<file path="src/rtl/fetch_ctrl_pkg.sv">
// Shared types and defaults for the fetch-control stage and its instruction memory.
package fetch_ctrl_pkg;

  typedef enum logic [1:0] {
    ST_START,
    ST_RUN,
    ST_HALTED
  } fetch_state_t;

  localparam int unsigned DEF_PROG_CTR_WID = 10;
  localparam int unsigned FETCH_RESET_VEC  = 0;
  localparam int unsigned DEF_RAS_DEPTH    = 4;
  // Registered read latency of the instruction memory, in cycles.
  localparam int unsigned IMEM_RD_LATENCY  = 1;

endpackage

</file>
<file path="src/rtl/fetch_ctrl_ret_addr_stack.sv">
// Circular return-address stack: a push when full overwrites the oldest entry,
// a pop when empty yields EMPTY_VAL and leaves the stack empty.
module ret_addr_stack
  import fetch_ctrl_pkg::*;
#(
  parameter int unsigned    WID       = DEF_PROG_CTR_WID,
  parameter int unsigned    DEPTH     = DEF_RAS_DEPTH,
  parameter logic [WID-1:0] EMPTY_VAL = '0
) (
  input  logic           clk,
  input  logic           reset_n,
  input  logic           push,
  input  logic           pop,
  input  logic [WID-1:0] push_data,
  output logic [WID-1:0] pop_data,
  output logic           full,
  output logic           empty,
  output logic           ovf,
  output logic           unf
);

  localparam int unsigned PTR_W = $clog2(DEPTH);
  localparam int unsigned CNT_W = $clog2(DEPTH + 1);

  logic [WID-1:0]   mem [DEPTH];
  logic [PTR_W-1:0] wr_ptr;
  logic [PTR_W-1:0] top_ptr;
  logic [CNT_W-1:0] count;
  logic             do_push;

  // wr_ptr is the next free slot; when full it also points at the oldest entry,
  // so an overflowing push overwrites exactly that one.
  assign top_ptr  = wr_ptr - PTR_W'(1);
  assign full     = (count == CNT_W'(DEPTH));
  assign empty    = (count == '0);
  assign do_push  = push & ~pop;
  assign ovf      = do_push & full;
  assign unf      = pop & empty;
  assign pop_data = empty ? EMPTY_VAL : mem[top_ptr];

  always_ff @(posedge clk) begin
    if (!reset_n) begin
      wr_ptr <= '0;
      count  <= '0;
    end else if (pop) begin
      if (!empty) begin
        wr_ptr <= top_ptr;
        count  <= count - CNT_W'(1);
      end
    end else if (push) begin
      wr_ptr <= wr_ptr + PTR_W'(1);
      if (!full) count <= count + CNT_W'(1);
    end
  end

  always_ff @(posedge clk) begin
    if (do_push) mem[wr_ptr] <= push_data;
  end

endmodule

</file>
<file path="src/rtl/fetch_ctrl.sv">
// Program counter / fetch control with squash-on-redirect and a return-address stack.
// Optional: define FETCH_RAS_ERR_EN to build the sticky RAS overflow/underflow flag.
module fetch_ctrl
  import fetch_ctrl_pkg::*;
#(
  parameter int unsigned             PROG_CTR_WID = DEF_PROG_CTR_WID,
  parameter logic [PROG_CTR_WID-1:0] RESET_VEC    = PROG_CTR_WID'(FETCH_RESET_VEC),
  parameter int unsigned             RAS_DEPTH    = DEF_RAS_DEPTH
) (
  input  logic                    clk,
  input  logic                    reset_n,
  input  logic                    stall,
  input  logic                    br_taken,
  input  logic                    call,
  input  logic                    ret,
  input  logic [PROG_CTR_WID-1:0] br_target,
  input  logic                    halt,
  output logic [PROG_CTR_WID-1:0] prog_ctr,
  output logic [PROG_CTR_WID-1:0] fetch_pc,
  output logic                    instr_valid,
  output logic                    halted,
  output logic                    ras_err
);

  localparam logic [PROG_CTR_WID-1:0] PC_ONE = PROG_CTR_WID'(1);

  fetch_state_t              state, state_nxt;
  logic [PROG_CTR_WID-1:0]   pc_nxt, fpc_nxt;
  logic                      valid_nxt;
  logic                      ras_push, ras_pop;
  logic [PROG_CTR_WID-1:0]   ras_push_data, ras_pop_data;
  logic                      ras_full, ras_empty, ras_ovf, ras_unf;

  assign ras_push_data = fetch_pc + PC_ONE;
  assign halted        = (state == ST_HALTED);

  ret_addr_stack #(
    .WID       (PROG_CTR_WID),
    .DEPTH     (RAS_DEPTH),
    .EMPTY_VAL (RESET_VEC)
  ) u_ras (
    .clk       (clk),
    .reset_n   (reset_n),
    .push      (ras_push),
    .pop       (ras_pop),
    .push_data (ras_push_data),
    .pop_data  (ras_pop_data),
    .full      (ras_full),
    .empty     (ras_empty),
    .ovf       (ras_ovf),
    .unf       (ras_unf)
  );

  always_comb begin
    state_nxt = state;
    pc_nxt    = prog_ctr;
    fpc_nxt   = fetch_pc;
    valid_nxt = instr_valid;
    ras_push  = 1'b0;
    ras_pop   = 1'b0;
    unique case (state)
      ST_START: begin
        state_nxt = ST_RUN;
        fpc_nxt   = prog_ctr;
        pc_nxt    = prog_ctr + PC_ONE;
        valid_nxt = 1'b1;
      end
      ST_RUN: begin
        // A redirect only clears valid; the following sequential cycle picks up
        // the target word from memory and re-asserts it.
        if (halt) begin
          state_nxt = ST_HALTED;
          valid_nxt = 1'b0;
        end else if (ret) begin
          ras_pop   = 1'b1;
          pc_nxt    = ras_pop_data;
          valid_nxt = 1'b0;
        end else if (call) begin
          ras_push  = 1'b1;
          pc_nxt    = br_target;
          valid_nxt = 1'b0;
        end else if (br_taken) begin
          pc_nxt    = br_target;
          valid_nxt = 1'b0;
        end else if (!stall) begin
          fpc_nxt   = prog_ctr;
          pc_nxt    = prog_ctr + PC_ONE;
          valid_nxt = 1'b1;
        end
      end
      ST_HALTED: ;
      default: state_nxt = ST_START;
    endcase
  end

  always_ff @(posedge clk) begin
    if (!reset_n) begin
      state       <= ST_START;
      prog_ctr    <= RESET_VEC;
      fetch_pc    <= RESET_VEC;
      instr_valid <= 1'b0;
    end else begin
      state       <= state_nxt;
      prog_ctr    <= pc_nxt;
      fetch_pc    <= fpc_nxt;
      instr_valid <= valid_nxt;
    end
  end

`ifdef FETCH_RAS_ERR_EN
  logic err_q;
  logic unused_ras;
  assign unused_ras = ras_full ^ ras_empty;

  always_ff @(posedge clk) begin
    if (!reset_n)               err_q <= 1'b0;
    else if (ras_ovf | ras_unf) err_q <= 1'b1;
  end
  assign ras_err = err_q;
`else
  logic unused_ras;
  assign unused_ras = ^{ras_full, ras_empty, ras_ovf, ras_unf};
  assign ras_err    = 1'b0;
`endif

endmodule

</file>
<file path="config.mk">
export PLATFORM = sky130hd
export DESIGN_NAME = fetch_ctrl
export DESIGN_NICKNAME = d
export VERILOG_FILES = /design/src/rtl/fetch_ctrl_pkg.sv /design/src/rtl/fetch_ctrl_ret_addr_stack.sv /design/src/rtl/fetch_ctrl.sv
export SDC_FILE = /design/constraint.sdc
export NUM_CORES = 1
export LEC_CHECK = 0
export ABC_AREA = 1
export CAP_MARGIN = 10
export CORE_MARGIN = 4
export CORE_UTILIZATION = 35
export DETAILED_ROUTE_END_ITERATION = 6
export PLACE_DENSITY = 0.58
export SLEW_MARGIN = 20
export SYNTH_ARGS = -nofsm -noshare
export SYNTH_HDL_FRONTEND = slang
export SYNTH_HIERARCHICAL = 1
export SYNTH_SLANG_ARGS = --single-unit
</file>
<file path="constraint.sdc">
create_clock -name clk -period 2.8 [get_ports clk]
set_input_delay 0.56 -clock clk [delete_from_list [all_inputs] [get_ports clk]]
set_output_delay 0.56 -clock clk [all_outputs]
set_load 0.005 [all_outputs]
</file>
Yosys cells after proc, flatten, opt, wreduce, memory -nomap -nowiden
Memories as Yosys holds them, arrays and structs flattened.
Cells that the tools add are included.
- add/sub/neg operators: 6
- multipliers: 0
- div/mod/pow operators: 0
- order comparisons: 0
- eq/ne operators: 13
- shift operators: 0
- mux-type cells: 37
- bitwise logic cells: 3
- reduce and logical (&&, ||, !) cells: 10
- operators by type and width (kind ; count):
    $mux 10 ; 11
    $pmux 10 s2 ; 2
    $add 10x1->10 const B ; 2
    $mux 1 ; 14
    $ne 2x2->1 const B ; 7
    $mux 3 ; 4
    $mux 2 ; 4
    $ne 6x6->1 const B ; 1
    $pmux 2 s3 ; 1
    $reduce_and 2->1 ; 3
    $reduce_and 3->1 ; 2
    $reduce_and 6->1 ; 1
    $ne 5x5->1 const B ; 1
    $reduce_bool 2->1 ; 2
    $add 3x1->3 const B ; 1
    $eq 3x3->1 const B ; 1
    $logic_not 3->1 ; 1
    $sub 3x1->3 const B ; 1
    $add 2x1->2 const B ; 1
    $eq 2x1->1 const B ; 1
    $eq 2x2->1 const B ; 1
    $logic_not 2->1 ; 1
    $ne 2x1->1 const B ; 1
    $not 1->1 ; 2
    3 further kinds ; 3
- register bits: 28
- bits in latches: 0
- memory bits (writable): 40
- bits in read-only memories: 0
- input bits: 17
- logic and storage cells: 76
- memories kept: 1
- memory list (name ; words ; bits a word ; rd ports ; clocked after memory_dff ; write ports ; RTL line ; text):
    u_ras.mem ; 4 ; 10 ; 1 ; 0 ; 1 ; fetch_ctrl_ret_addr_stack.sv:25 ; logic [WID-1:0] mem [DEPTH];

Depth between registers and ports, before layout
- depth in word-level cells: 7
- mapped depth: 13

By module
Netlist, hierarchy kept.
- modules (own cells, without submodules) (module ; instances ; cells each ; area each (um^2) ; sequential area each (um^2)):
    ret_addr_stack ; 1 ; 180 ; 1971.9 ; 1301.2
    fetch_ctrl ; 1 ; 240 ; 1570.3 ; 460.4

Worst setup path before layout
No wires, ideal clock.
- path kind: in2reg
- start point: input ret
- end point: memory u_ras/mem[0][0] (netlist name) (enable)
- data arrival time: 1736 ps
- data required time: 2424 ps
- setup slack: 688 ps
- stages on the path: 6
- cells stage by stage: inv_1 -> clkbuf_1 -> nor2_1 -> inv_2 -> nand2_1 -> nor2_1
- word-level cells in the longest chain between the ends: 7
- elaborated cells on any way between the ends: 10
- classes of those cells: mux: 8; bitwise: 2
- ends and longest elaborated chain (what ; RTL line ; text):
    from (decl) ; fetch_ctrl.sv:15 ; input logic ret,
    $mux 1 ; fetch_ctrl.sv:74 ; end else if (ret) begin
    $mux 1 ; fetch_ctrl.sv:71 ; if (halt) begin
    $mux 1 ; fetch_ctrl.sv:61 ; unique case (state)
    named net ras_pop ; fetch_ctrl.sv:30 ; logic ras_push, ras_pop;
    $not 1->1 ; fetch_ctrl_ret_addr_stack.sv:36 ; assign do_push = push & ~pop;
    $and 1x1->1 ; fetch_ctrl_ret_addr_stack.sv:36 ;
    $mux 1 ; fetch_ctrl_ret_addr_stack.sv:57 ; if (do_push) mem[wr_ptr] <= push_data;
    $mux 1 (implied by the code) ; fetch_ctrl_ret_addr_stack.sv:57 ;
    to (decl) ; fetch_ctrl_ret_addr_stack.sv:25 ;
The timed path passes the listed nets, and every way through them passes these cells.

Worst setup path in the final report
- start point: register u_ras.wr_ptr[0]
- end point: register prog_ctr[7]
- word-level cells in the longest chain between the ends: 6
- ends and longest elaborated chain (what ; RTL line ; text):
    from (decl) ; fetch_ctrl_ret_addr_stack.sv:26 ; logic [PTR_W-1:0] wr_ptr;
    from (signal assigned) ; fetch_ctrl_ret_addr_stack.sv:47 ; wr_ptr <= top_ptr;
    from (signal assigned) ; fetch_ctrl_ret_addr_stack.sv:51 ; wr_ptr <= wr_ptr + PTR_W'(1);
    $sub 2x1->2 ; fetch_ctrl_ret_addr_stack.sv:33 ; assign top_ptr = wr_ptr - PTR_W'(1);
    $mem_v2 4x10 ; - ;
    $mux 10 ; fetch_ctrl_ret_addr_stack.sv:39 ; assign pop_data = empty ? EMPTY_VAL : mem[top_ptr];
    named net ras_pop_data[7] ; fetch_ctrl.sv:31 ; logic [PROG_CTR_WID-1:0] ras_push_data, ras_pop_data;
    $mux 10 ; fetch_ctrl.sv:74 ;
    $mux 10 ; fetch_ctrl.sv:71 ;
    $pmux 10 s2 ; fetch_ctrl.sv:61 ;
    to (signal assigned) ; fetch_ctrl.sv:104 ; prog_ctr <= pc_nxt;
    to (decl) ; fetch_ctrl.sv:18 ; output logic [PROG_CTR_WID-1:0] prog_ctr,
The timed path passes the listed nets, and every way through them passes these cells. The select of a mux whose other input is x is not followed.
A chain may end at the register's enable or synchronous reset.

==> metrics.txt <==
via count=2856; IO buf count=38; Post-DP Area=0.00401 mm^2; Die Y=108 um; first-pass GRT wire length=13.3 mm; die width=108 um; syn_nets=441; total core area=0.00982 mm^2; DRC errors left=0; CP max stage delay=0.59 ns; Crit. End Element=flop; Mapped Cells=417; Final Setup Violations=0; clock tree buffer depth=2; CTS tree=built; Hold Violations, Final=0; CTS Hold Bufs=0; Area growth syn-to-layout=19.1%; Die ar.=0.0118 mm^2; Skew-Pair Late Insertion Delay=0.35 ns; Worst R2R Start=u_ras/wr_ptr[0]$_SDFFE_PN0P_; Max Slew Vio Count=0; share of layout cells above drive strength 1=0.119; Post CTS Setup Buffer Count=0; Final #Nets=482; Initial Util=0.359; Sum Neg Setup Slack=0 ns; Data arrival, critical path=2.54 ns; Critical Path RT=3.09 ns; fin crit share=0.803; HP Class=reg2reg; Reg2Reg Depth=12; Crit Path Class=reg2reg; total gr overflow=0; WHS Path Cells=2; most common cell after layout, fill and taps aside=nor2_1; Crit Path Max Fanout=23; DR vias/cell=4.79; CP Launch Point=u_ras/wr_ptr[0]$_SDFFE_PN0P_; Root Driver=clkbuf_8; mapped cell area=0.00353 mm^2; Max Fclk=445 MHz; Slew @ Worst Pin=0.690 ns; final wirelength=8.15 mm; fin area=0.00421 mm^2; crit path time final=2.25 ns; Slowest-stage cell, CP=ha_1; largest net degree at the start of global routing=24; CTS Sinks=68; Cell Count Post-Placement=580; Crit path max-delay family=adder cells; final setup skew=0.0118 ns; Setup crit start kind=flop; ANT cells=0; most used cell, CP=a21oi_1; initial antenna violation count=0; DRT Pass-1 Iters=4; GPL Wtd Cong=0.811; I/O pin cnt=40; post-DP HPWL=6.15 mm; Hold Startpoint=instr_valid$_SDFFE_PN0P_; Clk pin slew, worst setup/hold paths=0.08 ns; yosys warns=6; Syn Area/Cell=8.46 um^2; WHS=0.448 ns; worst slew slack as a fraction of its limit=0.538; vias in the first global route=2697; Max VDD drop=0.246 mV; All-Layer GR Usage=0.148; worst path bufs/invs=3; average wire per standard cell=13.7 um; Site Rows=36; total power per unit cell area=604 mW/mm^2; commonest cells after routing, fill and taps aside=80 x nor2_1, 60 x nand2_1, 40 x edfxtp_1; TritonCTS Buffers=9; Final Non-Filler Cells=596; Max-Cap Viols=0; final antenna-violating net count=0; RSZ-0062 raised after global routing=false; critical path, cell by cell=inv_2 -> ha_1 -> inv_2 -> nor2_1 -> o21ai_0 -> a21oi_1 -> inv_1 -> nand2_1 -> nand2_1 -> a21oi_1 -> nor2_1 -> a21oi_1; Post-CTS Resized=0; H-Tree Depth=3; Levels on crit path=12; Pleak=0.00163 uW; status=finished, final reports clean; number of DRC markers in iteration 0=145
[sequential cells by signal, indices dropped and copies added (netlist names)]
register	flops
instr_valid	1
prog_ctr	10
u_ras/wr_ptr	2
u_ras/count	3
fetch_pc	10
u_ras/mem	40
state	2
[worst paths after layout]
path	end	slack (ns)
hold / removal	instr_valid$_SDFFE_PN0P_	0.45
hold reg to reg	instr_valid$_SDFFE_PN0P_	0.45
setup reg to reg	prog_ctr[7]$_SDFFE_PN0P_	0.55
setup / recovery	prog_ctr[7]$_SDFFE_PN0P_	0.55
[worst register-to-register path, stage by stage (launching register included)]
cell,delay [ns]
dfxtp_1,0.35
inv_2,0.16
ha_1,0.59
inv_2,0.18
nor2_1,0.18
o21ai_0,0.10
a21oi_1,0.14
inv_1,0.06
nand2_1,0.05
nand2_1,0.05
a21oi_1,0.12
nor2_1,0.07
a21oi_1,0.15
[layout make-up]
| cell class | instances | area (um^2) |
|---|---|---|
| Fill cell | 1007 | 5610 |
| Inverter | 41 | 155 |
| Timing Repair Buffer | 47 | 448 |
| Clock buffer | 9 | 124 |
| Clock inverter | 7 | 72.6 |
| Multi-Input combinational cell | 291 | 1480 |
| Sequential cell | 68 | 1760 |
| Tap cell | 133 | 166 |
[per-stage QoR]
stage	setup WS, ns	util	total power (uW)
2_1_floorplan	0.705	-	1550
3_3_place_gp	0.364	0.408	1740
3_5_place_dp	0.352	0.408	1740
4_1_cts	0.558	0.428	2560
5_1_grt	0.298	0.428	2680
6_report	0.551	0.428	2540
[power by group]
| part | total, uW | leakage (uW) | internal [uW] | switching, uW |
|---|---|---|---|---|
| clock network | 821 | 0.0000981 | 416 | 406 |
| registers | 1210 | 0.000597 | 1130 | 82.3 |
| logic | 505 | 0.000931 | 222 | 283 |
| total | 2540 | 0.00163 | 1770 | 771 |
[routing by layer]
metal  global-route usage  up-vias  part of all wire
met4               0.0460        0             0.019
li1                     -     1448                 -
met1                0.202     1315              0.49
met2                0.222       75              0.45
met5                    0        -                 0
met3               0.0484       18             0.045
(Power assumes the default switching activity.)
